--- config.mk ---
export PLATFORM = sky130hd
export DESIGN_NAME = viterbi_rse_feeder_flat
export DESIGN_NICKNAME = d
export VERILOG_FILES = /design/src/rtl/viterbi_rse_feeder_if.sv /design/src/rtl/viterbi_rse_feeder.sv /design/src/flat_wrapper.sv
export SDC_FILE = /design/constraint.sdc
export NUM_CORES = 1
export LEC_CHECK = 0
export CAP_MARGIN = 10
export CORE_MARGIN = 4
export CORE_UTILIZATION = 40
export CTS_BUF_LIST = sky130_fd_sc_hd__clkbuf_8
export DETAILED_ROUTE_END_ITERATION = 16
export GPL_ROUTABILITY_DRIVEN = 0
export HOLD_SLACK_MARGIN = 0.12
export MAX_ROUTING_LAYER = met4
export PLACE_DENSITY_LB_ADDON = 0.25
export SLEW_MARGIN = 10
export SYNTH_ARGS = -nofsm -noshare
export SYNTH_HDL_FRONTEND = slang
export SYNTH_SLANG_ARGS = --single-unit
--- constraint.sdc ---
create_clock -name clk -period 5.3 [get_ports clk]
set_clock_uncertainty 0.1 [all_clocks]
set_input_delay 0.795 -clock clk [delete_from_list [all_inputs] [get_ports clk]]
set_output_delay 0.795 -clock clk [all_outputs]
set_load 0.03 [all_outputs]
--- src/rtl/viterbi_rse_feeder_if.sv ---
// Frame-in / chunk-out bus between the RSE datapath, the feeder and the Viterbi core.
//   in_frame/in_valid/in_ready : full RSE frame handshake (lane 0 oldest)
//   rse_vals/run               : one B_LEN-sample chunk per cycle to the core
//   update/initialize          : core control sequence around a channel reload
// master drives frames and observes the core side; slave is the feeder.
interface viterbi_rse_feeder_if #(
  parameter int unsigned B_WIDTH = 8,
  parameter int unsigned B_LEN   = 2,
  parameter int unsigned N_LANES = 16
) ();
  logic signed [B_WIDTH-1:0] in_frame [N_LANES];
  logic                      in_valid;
  logic                      in_ready;
  logic signed [B_WIDTH-1:0] rse_vals [B_LEN];
  logic                      update;
  logic                      initialize;
  logic                      run;

  modport master (
    output in_frame, in_valid,
    input  in_ready, rse_vals, update, initialize, run
  );

  modport slave (
    input  in_frame, in_valid,
    output in_ready, rse_vals, update, initialize, run
  );
endinterface

--- src/rtl/viterbi_rse_feeder.sv ---
// Serializes N_LANES-sample RSE frames into B_LEN-sample chunks for the Viterbi
// core and sequences update/initialize/run so a channel reload lands only on a
// frame boundary.
//   clk, rst  : rising-edge clock, synchronous active-high reset
//   en        : feeder enable
//   chan_load : one-cycle pulse, new channel estimate is stable at the core
//   bus       : frame input handshake and core-side chunk/control outputs
//   busy      : FSM not idle (registered)
//   stall_cnt : saturating count of RUN cycles starved of input
module viterbi_rse_feeder #(
  parameter int unsigned B_WIDTH    = 8,
  parameter int unsigned B_LEN      = 2,
  parameter int unsigned N_LANES    = 16,
  parameter int unsigned UPD_CYCLES = 4
) (
  input  logic                       clk,
  input  logic                       rst,
  input  logic                       en,
  input  logic                       chan_load,
  viterbi_rse_feeder_if.slave        bus,
  output logic                       busy,
  output logic [15:0]                stall_cnt
);

  localparam int unsigned NCH = N_LANES / B_LEN;
  localparam int unsigned KW  = (NCH > 1) ? $clog2(NCH) : 1;
  localparam int unsigned CW  = $clog2(UPD_CYCLES + 1);
  // Chunk 0 goes straight to rse_vals on accept, so only the upper lanes are held.
  localparam int unsigned FL  = (N_LANES > B_LEN) ? (N_LANES - B_LEN) : 1;

  typedef enum logic [2:0] {IDLE, UPDATE, INIT, RUN, DRAIN} state_t;

  state_t                    state, state_n;
  logic [CW-1:0]             upd_cnt, upd_cnt_n;
  logic                      full, full_n;
  logic [KW-1:0]             k, k_n;
  logic                      pend_load, pend_load_n;
  logic                      pend_dis, pend_dis_n;
  logic signed [B_WIDTH-1:0] frame [FL];

  logic in_ready_c;
  logic accept_c;
  logic emit_st_c;
  logic last_c;
  logic adv_c;

  // k is the chunk currently on rse_vals; ready on the last chunk gives no bubble.
  assign last_c     = (k == KW'(NCH - 1));
  assign in_ready_c = (state == RUN) && !pend_load && !pend_dis && (!full || last_c);
  assign accept_c   = bus.in_valid && in_ready_c;
  assign emit_st_c  = (state == RUN) || (state == DRAIN);
  assign adv_c      = emit_st_c && full && !last_c && !accept_c;
  assign bus.in_ready = in_ready_c;

  // Next-state, chunk index and pending-request logic.
  always_comb begin
    state_n     = state;
    upd_cnt_n   = upd_cnt;
    full_n      = full;
    k_n         = k;
    pend_load_n = pend_load;
    pend_dis_n  = pend_dis;

    if (accept_c) begin
      full_n = 1'b1;
      k_n    = '0;
    end else if (emit_st_c && full) begin
      if (last_c) full_n = 1'b0;
      else        k_n    = k + KW'(1);
    end

    case (state)
      IDLE: begin
        if (chan_load && en) begin
          state_n   = UPDATE;
          upd_cnt_n = CW'(UPD_CYCLES);
        end
      end
      UPDATE: begin
        if (!en)                     state_n   = IDLE;
        else if (chan_load)          upd_cnt_n = CW'(UPD_CYCLES);
        else if (upd_cnt == CW'(1))  state_n   = INIT;
        else                         upd_cnt_n = upd_cnt - CW'(1);
      end
      INIT: state_n = RUN;
      RUN: begin
        if (chan_load) pend_load_n = 1'b1;
        if (!en)       pend_dis_n  = 1'b1;
        if (pend_load || pend_dis) state_n = DRAIN;
      end
      DRAIN: begin
        // A load arriving while draining is kept so the new estimate is not lost.
        if (chan_load) pend_load_n = 1'b1;
        if (!full) begin
          pend_load_n = 1'b0;
          pend_dis_n  = 1'b0;
          if (pend_load || chan_load) begin
            state_n   = UPDATE;
            upd_cnt_n = CW'(UPD_CYCLES);
          end else begin
            state_n = IDLE;
          end
        end
      end
      default: state_n = IDLE;
    endcase
  end

  // Control state, registered core outputs and starvation counter.
  always_ff @(posedge clk) begin
    if (rst) begin
      state          <= IDLE;
      upd_cnt        <= '0;
      full           <= 1'b0;
      k              <= '0;
      pend_load      <= 1'b0;
      pend_dis       <= 1'b0;
      bus.update     <= 1'b0;
      bus.initialize <= 1'b0;
      bus.run        <= 1'b0;
      busy           <= 1'b0;
      stall_cnt      <= '0;
      for (int unsigned j = 0; j < B_LEN; j++) bus.rse_vals[j] <= '0;
    end else begin
      state          <= state_n;
      upd_cnt        <= upd_cnt_n;
      full           <= full_n;
      k              <= k_n;
      pend_load      <= pend_load_n;
      pend_dis       <= pend_dis_n;
      bus.update     <= (state_n == UPDATE);
      bus.initialize <= (state_n == INIT);
      bus.run        <= accept_c || adv_c;
      busy           <= (state_n != IDLE);
      if (accept_c) begin
        for (int unsigned j = 0; j < B_LEN; j++) bus.rse_vals[j] <= bus.in_frame[j];
      end else if (adv_c) begin
        for (int unsigned j = 0; j < B_LEN; j++) bus.rse_vals[j] <= frame[j];
      end
      if ((state == RUN) && !full && !accept_c && (stall_cnt != 16'hFFFF))
        stall_cnt <= stall_cnt + 16'd1;
    end
  end

  // Frame holding register: shifts down one chunk per emitted chunk.
  always_ff @(posedge clk) begin
    if (accept_c) begin
      for (int unsigned i = 0; i < FL; i++) begin
        if (i + B_LEN < N_LANES) frame[i] <= bus.in_frame[i + B_LEN];
      end
    end else if (adv_c) begin
      for (int unsigned i = 0; i < FL; i++) begin
        if (i + B_LEN < FL) frame[i] <= frame[i + B_LEN];
      end
    end
  end

endmodule
--- src/flat_wrapper.sv ---
// flat-port wrapper written by rule: the top's interface ports become plain ports
module viterbi_rse_feeder_flat 
#(
  parameter int unsigned B_WIDTH    = 8,
  parameter int unsigned B_LEN      = 2,
  parameter int unsigned N_LANES    = 16,
  parameter int unsigned UPD_CYCLES = 4
)
  (clk, rst, en, chan_load, busy, stall_cnt, bus_in_frame, bus_in_valid, bus_in_ready, bus_rse_vals, bus_update, bus_initialize, bus_run);
  viterbi_rse_feeder_if #(.B_WIDTH(B_WIDTH), .B_LEN(B_LEN), .N_LANES(N_LANES)) bus_i ();
  input  logic clk;
  input  logic rst;
  input  logic en;
  input  logic chan_load;
  output logic busy;
  output logic [15:0] stall_cnt;
  input wire logic [$bits(bus_i.in_frame)-1:0] bus_in_frame;
  input wire logic [$bits(bus_i.in_valid)-1:0] bus_in_valid;
  output wire logic [$bits(bus_i.in_ready)-1:0] bus_in_ready;
  output wire logic [$bits(bus_i.rse_vals)-1:0] bus_rse_vals;
  output wire logic [$bits(bus_i.update)-1:0] bus_update;
  output wire logic [$bits(bus_i.initialize)-1:0] bus_initialize;
  output wire logic [$bits(bus_i.run)-1:0] bus_run;
  assign bus_i.in_frame = {>>{bus_in_frame}};
  assign bus_i.in_valid = bus_in_valid;
  assign bus_in_ready = bus_i.in_ready;
  assign bus_rse_vals = {>>{bus_i.rse_vals}};
  assign bus_update = bus_i.update;
  assign bus_initialize = bus_i.initialize;
  assign bus_run = bus_i.run;
  viterbi_rse_feeder #(.B_WIDTH(B_WIDTH), .B_LEN(B_LEN), .N_LANES(N_LANES), .UPD_CYCLES(UPD_CYCLES)) u_core (.clk(clk), .rst(rst), .en(en), .chan_load(chan_load), .bus(bus_i), .busy(busy), .stall_cnt(stall_cnt));
endmodule
# Yosys cells after proc, flatten, opt, wreduce, memory -nomap -nowiden
# Memories as Yosys holds them, arrays and structs flattened.
# Index checks and enable logic that the tools add are counted.
# word_totals
register_bits	48
out_inout_bits	37
elab_cells	121
inputBits	133
mem_count	1
mem_bits_rw	112
# classes
eq_ne	15
bitwise	13
reduce_logical	33
mux	43
addsub	3
# memory_table
memory	words	width	read_ports	rd_clocked_by_memory_dff	wr	line_no	rtl
u_core.frame	14	8	14	0	14	viterbi_rse_feeder.sv:39	logic signed [B_WIDTH-1:0] frame [FL];
# op_table
operator	count
$mux W8	12
$mux W3	12
$mux W16	2
$add A16 B1 Y16 const B	1
$ne A16 B16 Y1 const B	1
$pmux W3 S5	1
$mux W1	13
$or A1 B1 Y1	12
$logic_and A1 B1 Y1	11
$eq A3 B1 Y1 const B	3
$eq A3 B2 Y1 const B	3
$pmux W3 S3	1
$ne A2 B2 Y1 const B	4
$reduce_bool A2 Y1	4
$eq A3 B3 Y1 const B	2
$reduce_and A6 Y1	1
$reduce_bool A3 Y1	2
$logic_not A1 Y1	5
$logic_or A1 B1 Y1	5
$pmux W1 S2	2
$reduce_and A2 Y1	2
$add A3 B1 Y3 const B	1
$logic_not A3 Y1	1
$ne A3 B3 Y1 const B	1
other kinds (5)	5

# Depth between registers and ports, before layout
# Gate-level depths: netlist of the first run.
# logic_depth
word_depth	11
depth_mapped	8
depth_no_buf	7

# Least setup slack after synthesis of the first run
# Ideal clock, no wire load.
# synth_timing
path_kind	input port to flip-flop
start	input port bus_in_valid
end	memory u_core.frame[0][0] (enable)
t_required_ps	4743
setup_time_ps	457
path_slack_ps	962
cell_stages	5
n_path_buf	1
arrival_ps	3781
cell_sequence	or3b_2 > nor2_1 > o21ai_1 > clkbuf_1 > nand2_1
# synth_rtl
item	line_no	rtl
start: declaration	flat_wrapper.sv:18	input wire logic [$bits(bus_i.in_valid)-1:0] bus_in_valid;
end: declaration	viterbi_rse_feeder.sv:39	

==> metrics.txt, run 1 <==
Post-synth EDFFs about 110; Num Clock Sinks between 150 and 200; DP HPWL ~9600 um; Most Frequent Cell on Critical Path buf_4; WL met1 6670 um; leakage dissipation 0.00344 uW; met2 WL post-DR between 6000 and 7000 um; Max Slew Vio Count 0; vias in the first global route 4580; CTS clock-pin slew for the worst setup and hold paths around 0.08 ns; area share of the largest cell type after synthesis 0.498; Met3 Wirelength roughly 1100 um; clk buf depth 2; ys flop type edfxtp_1; final setup violation count 0; WP data arrival between 3 and 4 ns; CP Max Fanout 51; CTS tree yes; Seq pwr share 0.537; Post-Syn Area around 6700 um2; hold_buf cts 0; First DRT Iteration DRCs roughly 360; crit-path leading delay family simple AND/OR/NAND/NOR gates; Crit Path Class in2reg; initial core utilization 0.407; Die H between 100 and 150 um; clock latency on the worst-skew pair around 0.45 ns; # DRC 0; Multi-input gate area between 2000 and 2500 um2; crit path capture type register; H-Tree Depth 4; crit path time final between 3 and 4 ns; pin count of the biggest net entering global routing 100; #FFs+latches synth 160; Global Route Usage Sum 0.156; Root Buffer Master clkbuf_8; largest cells by area after synthesis edfxtp_1 50%, nand2_1 18%, dfxtp_1 14%, nor2_1 3.0%, a311oi_1 2.1%; DR vias roughly 5000; RSZ-0062 raised after global routing false; Post-synth ARST share 0; initial antenna violation count 0; DR top layer met4; Net Switching ~490 uW; Total Wirelength 14300 um; post-route setup slack 1.97 ns; VDD IR max between 0.15 and 0.2 mV; die width about 140 um; post-CTS sizing 0; DIE AREA between 15000 and 20000 um2; most frequent cells in the layout 328 x nand2_1, 169 x clkdlybuf4s50_1, 112 x edfxtp_1; Post-CTS Repair Setup Buffers 0; FP Rows 47; period utilisation layout 0.629; Num CTS Buffers 17; WP buf/inv 3; Sequential Area between 4000 and 5000 um2; outcome finished clean; CP Cell Sequence clkdlybuf4s50_1 -> or3b_2 -> nor2_1 -> o21ai_4 -> buf_4 -> nand2_4 -> buf_4; Hold Path Class reg2reg; Synth cell types 40; PortBufs between 150 and 200; slowest cell on the critical path nand2_4; drt first pass iters 4; synth warn 0; sw frac 0.196; Setup TNS 0 ns; max-cap violations 0; Worst-Margin Slew approximately 1 ns; first-pass GRT wire length between 20000 and 25000 um; share of layout cells above drive strength 1 0.0521; pwr dens 272 nW/um2; routed len/inst about 13 um; slowest stage delay, CP between 0.5 and 0.6 ns; CP Launch Type input pin; Mean Syn Cell Area 9.79 um2; n_diodes 0; Remaining Overflow, GRT 0; Fillers 1530; final hold vios 0; commonest non-fill, non-tap cell in the layout nand2_1; Mapped Nets between 800 and 900; Yosys top cell by area edfxtp_1; Comb pwr share 0.058; Layout Nets slightly below 1000; final design utilization 0.549; fmax around 300 MHz; DR vias/cell between 4 and 5; relative slew slack 0.315; Layout area overhead 35.0%; pre-CTS worst setup slack 1.46 ns; sequential share of the synthesized area 0.641; DRT antenna net count 0; I/O pin count 170; worst path required time 5.31 ns; cells after synthesis between 600 and 700; clock network fraction of total power 0.404; Core Region ~17000 um2; internal power ~2000 uW
layer usage:
metal / track usage / up-vias
li1: - / 2625
met1: 0.211 / 2208
met2: 0.228 / 155
met3: 0.0464 / 13
met4: 0.0510 / 0
met5: - / -
synthesized netlist by cell type (2+ instances only):
library cell	number
o21ai_1	2
nand2b_1	2
a311oi_1	16
edfxtp_1	112
buf_2	9
nand4_1	3
or3b_2	2
ha_1	5
inv_1	9
mux2i_1	5
a211oi_1	3
nor2_1	54
a21oi_1	7
nand2_1	329
nand3_1	4
nor3_1	6
a2111oi_0	4
clkbuf_1	24
o21ai_0	4
and3b_1	2
nor4_1	6
dfxtp_1	48
xnor2_1	16
per-stage QoR:
stage               instance area [um2]  total power (uW)  hold slack [ns]  std cells
detailed placement                 8660              1510            0.371       1051
finish                             9110              2480            0.377       1083
floorplan                          6750              1400            0.355        689
CTS                                9110              2520            0.383       1083
global route                       9110              2570            0.397       1083
global placement                   8660              1510            0.364       1051
registers in the layout, indices dropped and copies added, names as in the netlist, 3 cells and up:
name                 flops
u_core.state             3
u_core.frame           112
u_core.upd_cnt           3
u_core.k                 3
u_core.stall_cnt        16
u_core.bus.rse_vals     16
logic make-up (layout without fill, tap and decap cells):
family,after synthesis,count (layout),synth area share
multiplexers,5,5,0.00742
AO/OA/AOI/OAI,42,42,0.0458
adder cells (fa/ha/maj),5,5,0.00927
flip-flops,160,160,0.641
AND/OR/NAND/NOR,418,418,0.250
buffers and inverters,43,217,0.0256
XOR/XNOR,16,16,0.0208
final cells by class:
class / instances / share of cell area
well taps: 220 / 0.0302
clock inverters: 15 / 0.0238
clock buffers: 17 / 0.0257
inverters: 9 / 0.00371
repair buffers: 176 / 0.191
multi-input cells: 486 / 0.250
flip-flops and latches: 160 / 0.475
worst register-to-register path, stage by stage, from the launching register on:
cell	delay, ns
dfxtp_1	0.36
or3b_2	0.50
nor2_1	0.25
o21ai_4	0.08
buf_4	0.30
nand2_4	0.54
buf_4	0.44
power by group through the flow:
| stage | Combinational (uW) | Sequential [uW] | Clock, uW |
|---|---|---|---|
| 6_report | 145 | 1330 | 1000 |
| 5_1_grt | 158 | 1330 | 1080 |
| 4_1_cts | 147 | 1330 | 1040 |
| 3_5_place_dp | 145 | 1360 | 0 |
| 3_3_place_gp | 146 | 1360 | 0 |
| 2_1_floorplan | 34.7 | 1360 | 0 |
worst paths after layout:
check	startpoint	to	slack, ns	depth (start not counted)
setup reg to reg	u_core.pend_load$_SDFFE_PP0N_	u_core.frame[0][75]$_DFFE_PP_	2.40	6
setup / recovery	bus_in_valid	u_core.frame[0][75]$_DFFE_PP_	1.97	7
hold reg to reg	u_core.bus.rse_vals[12]$_SDFFE_PP0P_	u_core.bus.rse_vals[12]$_SDFFE_PP0P_	0.38	2
hold / removal	u_core.bus.rse_vals[12]$_SDFFE_PP0P_	u_core.bus.rse_vals[12]$_SDFFE_PP0P_	0.38	2
No activity file was read; power rests on OpenSTA's default activity.
==> inputs of run 2 (changes only) <==
==> constraint.sdc (replaced) <==
create_clock -name clk -period 3.4 [get_ports clk]
set_clock_uncertainty 0.1 [all_clocks]
set_input_delay 0.51 -clock clk [delete_from_list [all_inputs] [get_ports clk]]
set_output_delay 0.51 -clock clk [all_outputs]
set_load 0.03 [all_outputs]
==> metrics.txt, run 2 (synthesis results as in run 1) <==
Worst-Margin Slew 0.596 ns (-0.430 ns); Finished Layout Cells 1087 (+0.37%); placed instance count 1055 (+0.38%); period utilisation layout 0.872; Sequential Area 4320 um2 (unchanged); worst setup path end bus_in_ready; relative slew slack 0.601 (+0.286); clock latency on the worst-skew pair 0.44 ns (about the same); WP data arrival 2.36 ns (-0.99 ns); Max Slew Vio Count 0 (unchanged); share of layout cells above drive strength 1 0.0554 (+0.00322); DP HPWL 10000 um (+4.2%); CP Launch Type register; Largest register FFs 112 (unchanged); Critical Path Start u_core.k[0]$_SDFFE_PP0P_; Global Route Usage Sum 0.160 (+0.00352); Remaining Overflow, GRT 0 (unchanged); Layout area overhead 34.8%; crit path time final ~3.0 ns; most frequent cells in the layout 328 x nand2_1, 169 x clkdlybuf4s50_1, 112 x edfxtp_1; max-cap violations 0 (unchanged); Die H 138 um (unchanged); CTS tree yes; Setup TNS 0 ns (unchanged); CP Max Fanout 4 (-92%); Layout Nets 992 (+0.40%); # DRC 0 (unchanged); leakage dissipation 0.00343 uW (-0.32%); n_diodes 0 (unchanged); First DRT Iteration DRCs 277 (-23%); Root Buffer Master clkbuf_8; vias in the first global route 4752 (+3.8%); post-CTS sizing 0 (unchanged); routed len/inst 13.3 um (+0.73%); Core Region 16600 um2 (unchanged); RR Startpoint u_core.pend_load$_SDFFE_PP0N_; clk buf depth 2 (unchanged); Post-CTS Repair Setup Buffers 0 (unchanged); Num CTS Buffers 17 (unchanged); pwr dens 396 nW/um2 (+45%); crit path capture type output pin; PortBufs 169 (unchanged); final setup violation count 0 (unchanged); Multi-input gate area 2280 um2 (unchanged); Hold Path Class reg2reg; RSZ-0062 raised after global routing false; Hold Crit Depth 2 (unchanged); die width 138 um (unchanged); R2R Path End u_core.frame[0][88]$_DFFE_PP_; top flop regs u_core.frame (112), u_core.bus.rse_vals (16), u_core.stall_cnt (16); outcome finished clean; DIE AREA 19000 um2 (unchanged); DRT antenna net count 0 (unchanged); WHS 0.381 ns (+0.00313 ns); pin count of the biggest net entering global routing 100 (unchanged); first-pass GRT wire length 22900 um (+2.6%); Top reg by flops u_core.frame; I/O pin count 170 (unchanged); Crit Path Class reg2out; FP Rows 47 (unchanged); DR vias/cell 4.64 (+0.55%); final hold vios 0 (unchanged); commonest non-fill, non-tap cell in the layout nand2_1; Num Clock Sinks 160 (unchanged); drt first pass iters 7 (+3); Fillers 1495 (-2.3%); hold_buf cts 0 (unchanged); initial core utilization 0.407 (unchanged); fmax around 340 MHz; H-Tree Depth 4 (unchanged); CTS clock-pin slew for the worst setup and hold paths 0.08 ns (about the same); VDD IR max 0.214 mV (+37%); worst r2r path cells 5 (-1); initial antenna violation count 0 (unchanged); DR vias 5047 (+0.92%); worst path required time 2.79 ns (-2.52 ns); FF-to-FF setup slack 1.04 ns (-1.36 ns); Total Wirelength 14500 um (+1.1%)
-- run 2: cell types whose count changed in the layout (fill, tap and decap cells not counted), moves of 2 or more --
cell | previous run | this run
buf_12 | 0 | 3
bufinv_16 | 5 | 1
clkinvlp_4 | 0 | 2
clkinv_4 | 2 | 0
clkbuf_8 | 17 | 20
-- run 2: how the worst min path moves through the flow --
stage	startpoint	to
5_1_grt	u_core.bus.rse_vals[9]$_SDFFE_PP0P_	u_core.bus.rse_vals[9]$_SDFFE_PP0P_
4_1_cts	u_core.bus.rse_vals[9]$_SDFFE_PP0P_	u_core.bus.rse_vals[9]$_SDFFE_PP0P_
3_3_place_gp	u_core.bus.rse_vals[8]$_SDFFE_PP0P_	u_core.bus.rse_vals[8]$_SDFFE_PP0P_
2_1_floorplan	u_core.upd_cnt[2]$_SDFFE_PP0P_	u_core.upd_cnt[2]$_SDFFE_PP0P_
3_5_place_dp	u_core.bus.rse_vals[9]$_SDFFE_PP0P_	u_core.bus.rse_vals[9]$_SDFFE_PP0P_
6_report	u_core.bus.rse_vals[9]$_SDFFE_PP0P_	u_core.bus.rse_vals[9]$_SDFFE_PP0P_
-- run 2: area by class of cell --
type / count / share of cell area
multi-input cells: 486 / 0.251
clock buffers: 20 / 0.0303
clock inverters: 12 / 0.0103
inverters: 9 / 0.00371
well taps: 220 / 0.0303
repair buffers: 180 / 0.199
flip-flops and latches: 160 / 0.475
-- run 2: where the power goes --
part	switching (uW)	internal, uW
clock	661	628
combinational	69.8	160
sequential	2.32	2080
total	733	2870
-- run 2: stage by stage --
step                utilization  setup slack, ns  instance area, um2  power, uW
floorplan                     -            0.239                6750       2180
global placement          0.526            0.456                8730       2350
detailed placement        0.526            0.412                8730       2360
CTS                       0.548            0.364                9090       3650
global route              0.548            0.301                9090       3750
finish                    0.548            0.434                9090       3600
-- run 2: routing by layer --
layer	vias to the layer above	part of all wire	GRT usage	routed length [um]
li1	2640	-	-	-
met1	2234	0.46	0.210	6640
met2	159	0.45	0.241	6490
met3	14	0.080	0.0457	1160
met4	0	0.013	0.0527	183
met5	-	0	-	0
-- run 2: worst max-delay path, cell delays in order, from the launching register on --
cell             delay, ns
dfxtp_1               0.35
ha_1                  0.16
ha_1                  0.29
nor2_1                0.14
nor4_1                0.25
clkdlybuf4s50_1       0.72
==> edit, RTL diff (settings of run 1) <==
Register the output `stall_cnt` once more; this adds one clock of latency there. The other outputs are not delayed to match. Comments in the files are not updated.
--- a/src/rtl/viterbi_rse_feeder.sv
+++ b/src/rtl/viterbi_rse_feeder.sv
@@ -30,4 +30,6 @@
 
   typedef enum logic [2:0] {IDLE, UPDATE, INIT, RUN, DRAIN} state_t;
+
+  logic [15:0] stall_cnt_s0;
 
   state_t                    state, state_n;
@@ -120,5 +122,5 @@
       bus.run        <= 1'b0;
       busy           <= 1'b0;
-      stall_cnt      <= '0;
+      stall_cnt_s0   <= '0;
       for (int unsigned j = 0; j < B_LEN; j++) bus.rse_vals[j] <= '0;
     end else begin
@@ -138,6 +140,6 @@
         for (int unsigned j = 0; j < B_LEN; j++) bus.rse_vals[j] <= frame[j];
       end
-      if ((state == RUN) && !full && !accept_c && (stall_cnt != 16'hFFFF))
-        stall_cnt <= stall_cnt + 16'd1;
+      if ((state == RUN) && !full && !accept_c && (stall_cnt_s0 != 16'hFFFF))
+        stall_cnt_s0 <= stall_cnt_s0 + 16'd1;
     end
   end
@@ -156,3 +158,7 @@
   end
 
+  always_ff @(posedge clk) begin
+    stall_cnt <= stall_cnt_s0;
+  end
+
 endmodule
Behaviour: not the same (Yosys sat finds a counterexample within 10 cycles, from zero or initial values and one cycle with rst high).
==> edit against run 1 <==
Non-clock buffer count decreased by 3. Worst hold slack got worse by 0.090 ns. Sequential cell count increased by 16. Cell area increased by 3.4%. Routed wire length increased by 9.4%. Area after synthesis increased by 6.5%. Clock power decreased by 8%. Power increased by 1.5%. Setup slack got worse by 0.034 ns.
==> edit: results <==
[layout]
drive_gt1_share_pct = 5.17
nets = 996
fillCellCount = 1595

[setup_path]
rr_endpoint = "u_core.frame[0][91]$_DFFE_PP_"
cp-endpoint = "u_core.frame[0][91]$_DFFE_PP_"
reg2regPathDepth = 4
max_stage_delay_ns = 0.63
rrSetupSlack_ns = 1.93
cp_max_fo = 98

[placed_design]
hpwl_um = 10500
dp_slack_ns = 1.93
placed_area_mm2 = 0.00903

[grt]
use_met1_pct = 21.8
grt_max_degree = 99
gr-usage-all-layers_pct = 16.3
grt_first_pass_wirelength_um = 25500
use_met2_pct = 23.4

[yosys]
synthTopCellsByArea = "edfxtp_1 (47%), dfxtp_1 (18%), nand2_1 (16%)"
synth_fp_nets = 842

[drt]
wl_met3_um = 1360
routed_wl_um = 15700
drt-met1-wl_um = 7230
drt_iter0_drc = 376
routedWlPerCell_um = 14.3

[min_path]
min_from = "u_core.stall_cnt_s0[5]$_SDFFE_PP0P_"
hold_depth = 0

[status]
outcome = "finished, final reports clean"

[sta]
min_period_ns = 3.37
[edit: cell families after synthesis]
logic type / synth area share (%)
flip-flops: 64.6
XOR/XNOR: 0.122
buffers and inverters: 2.82
AND/OR/NAND/NOR: 23.1
multiplexers: 1.04
adder cells (fa/ha/maj): 0.870
AO/OA/AOI/OAI: 7.42
[edit: area by class of cell]
| class | count | area [um2] | area share [%] |
|---|---|---|---|
| flip-flops and latches | 176 | 4640 | 49.3 |
| clock buffers | 17 | 234 | 2.48 |
| multi-input cells | 482 | 2350 | 25.0 |
| repair buffers | 173 | 1720 | 18.2 |
| well taps | 225 | 282 | 2.99 |
| inverters | 8 | 30.0 | 0.319 |
| clock inverters | 15 | 161 | 1.71 |
[edit: power breakdown]
group | switching, uW | total, uW | internal, uW
Combinational | 47.2 | 149 | 101
Sequential | 1.84 | 1450 | 1450
Clock | 493 | 917 | 424
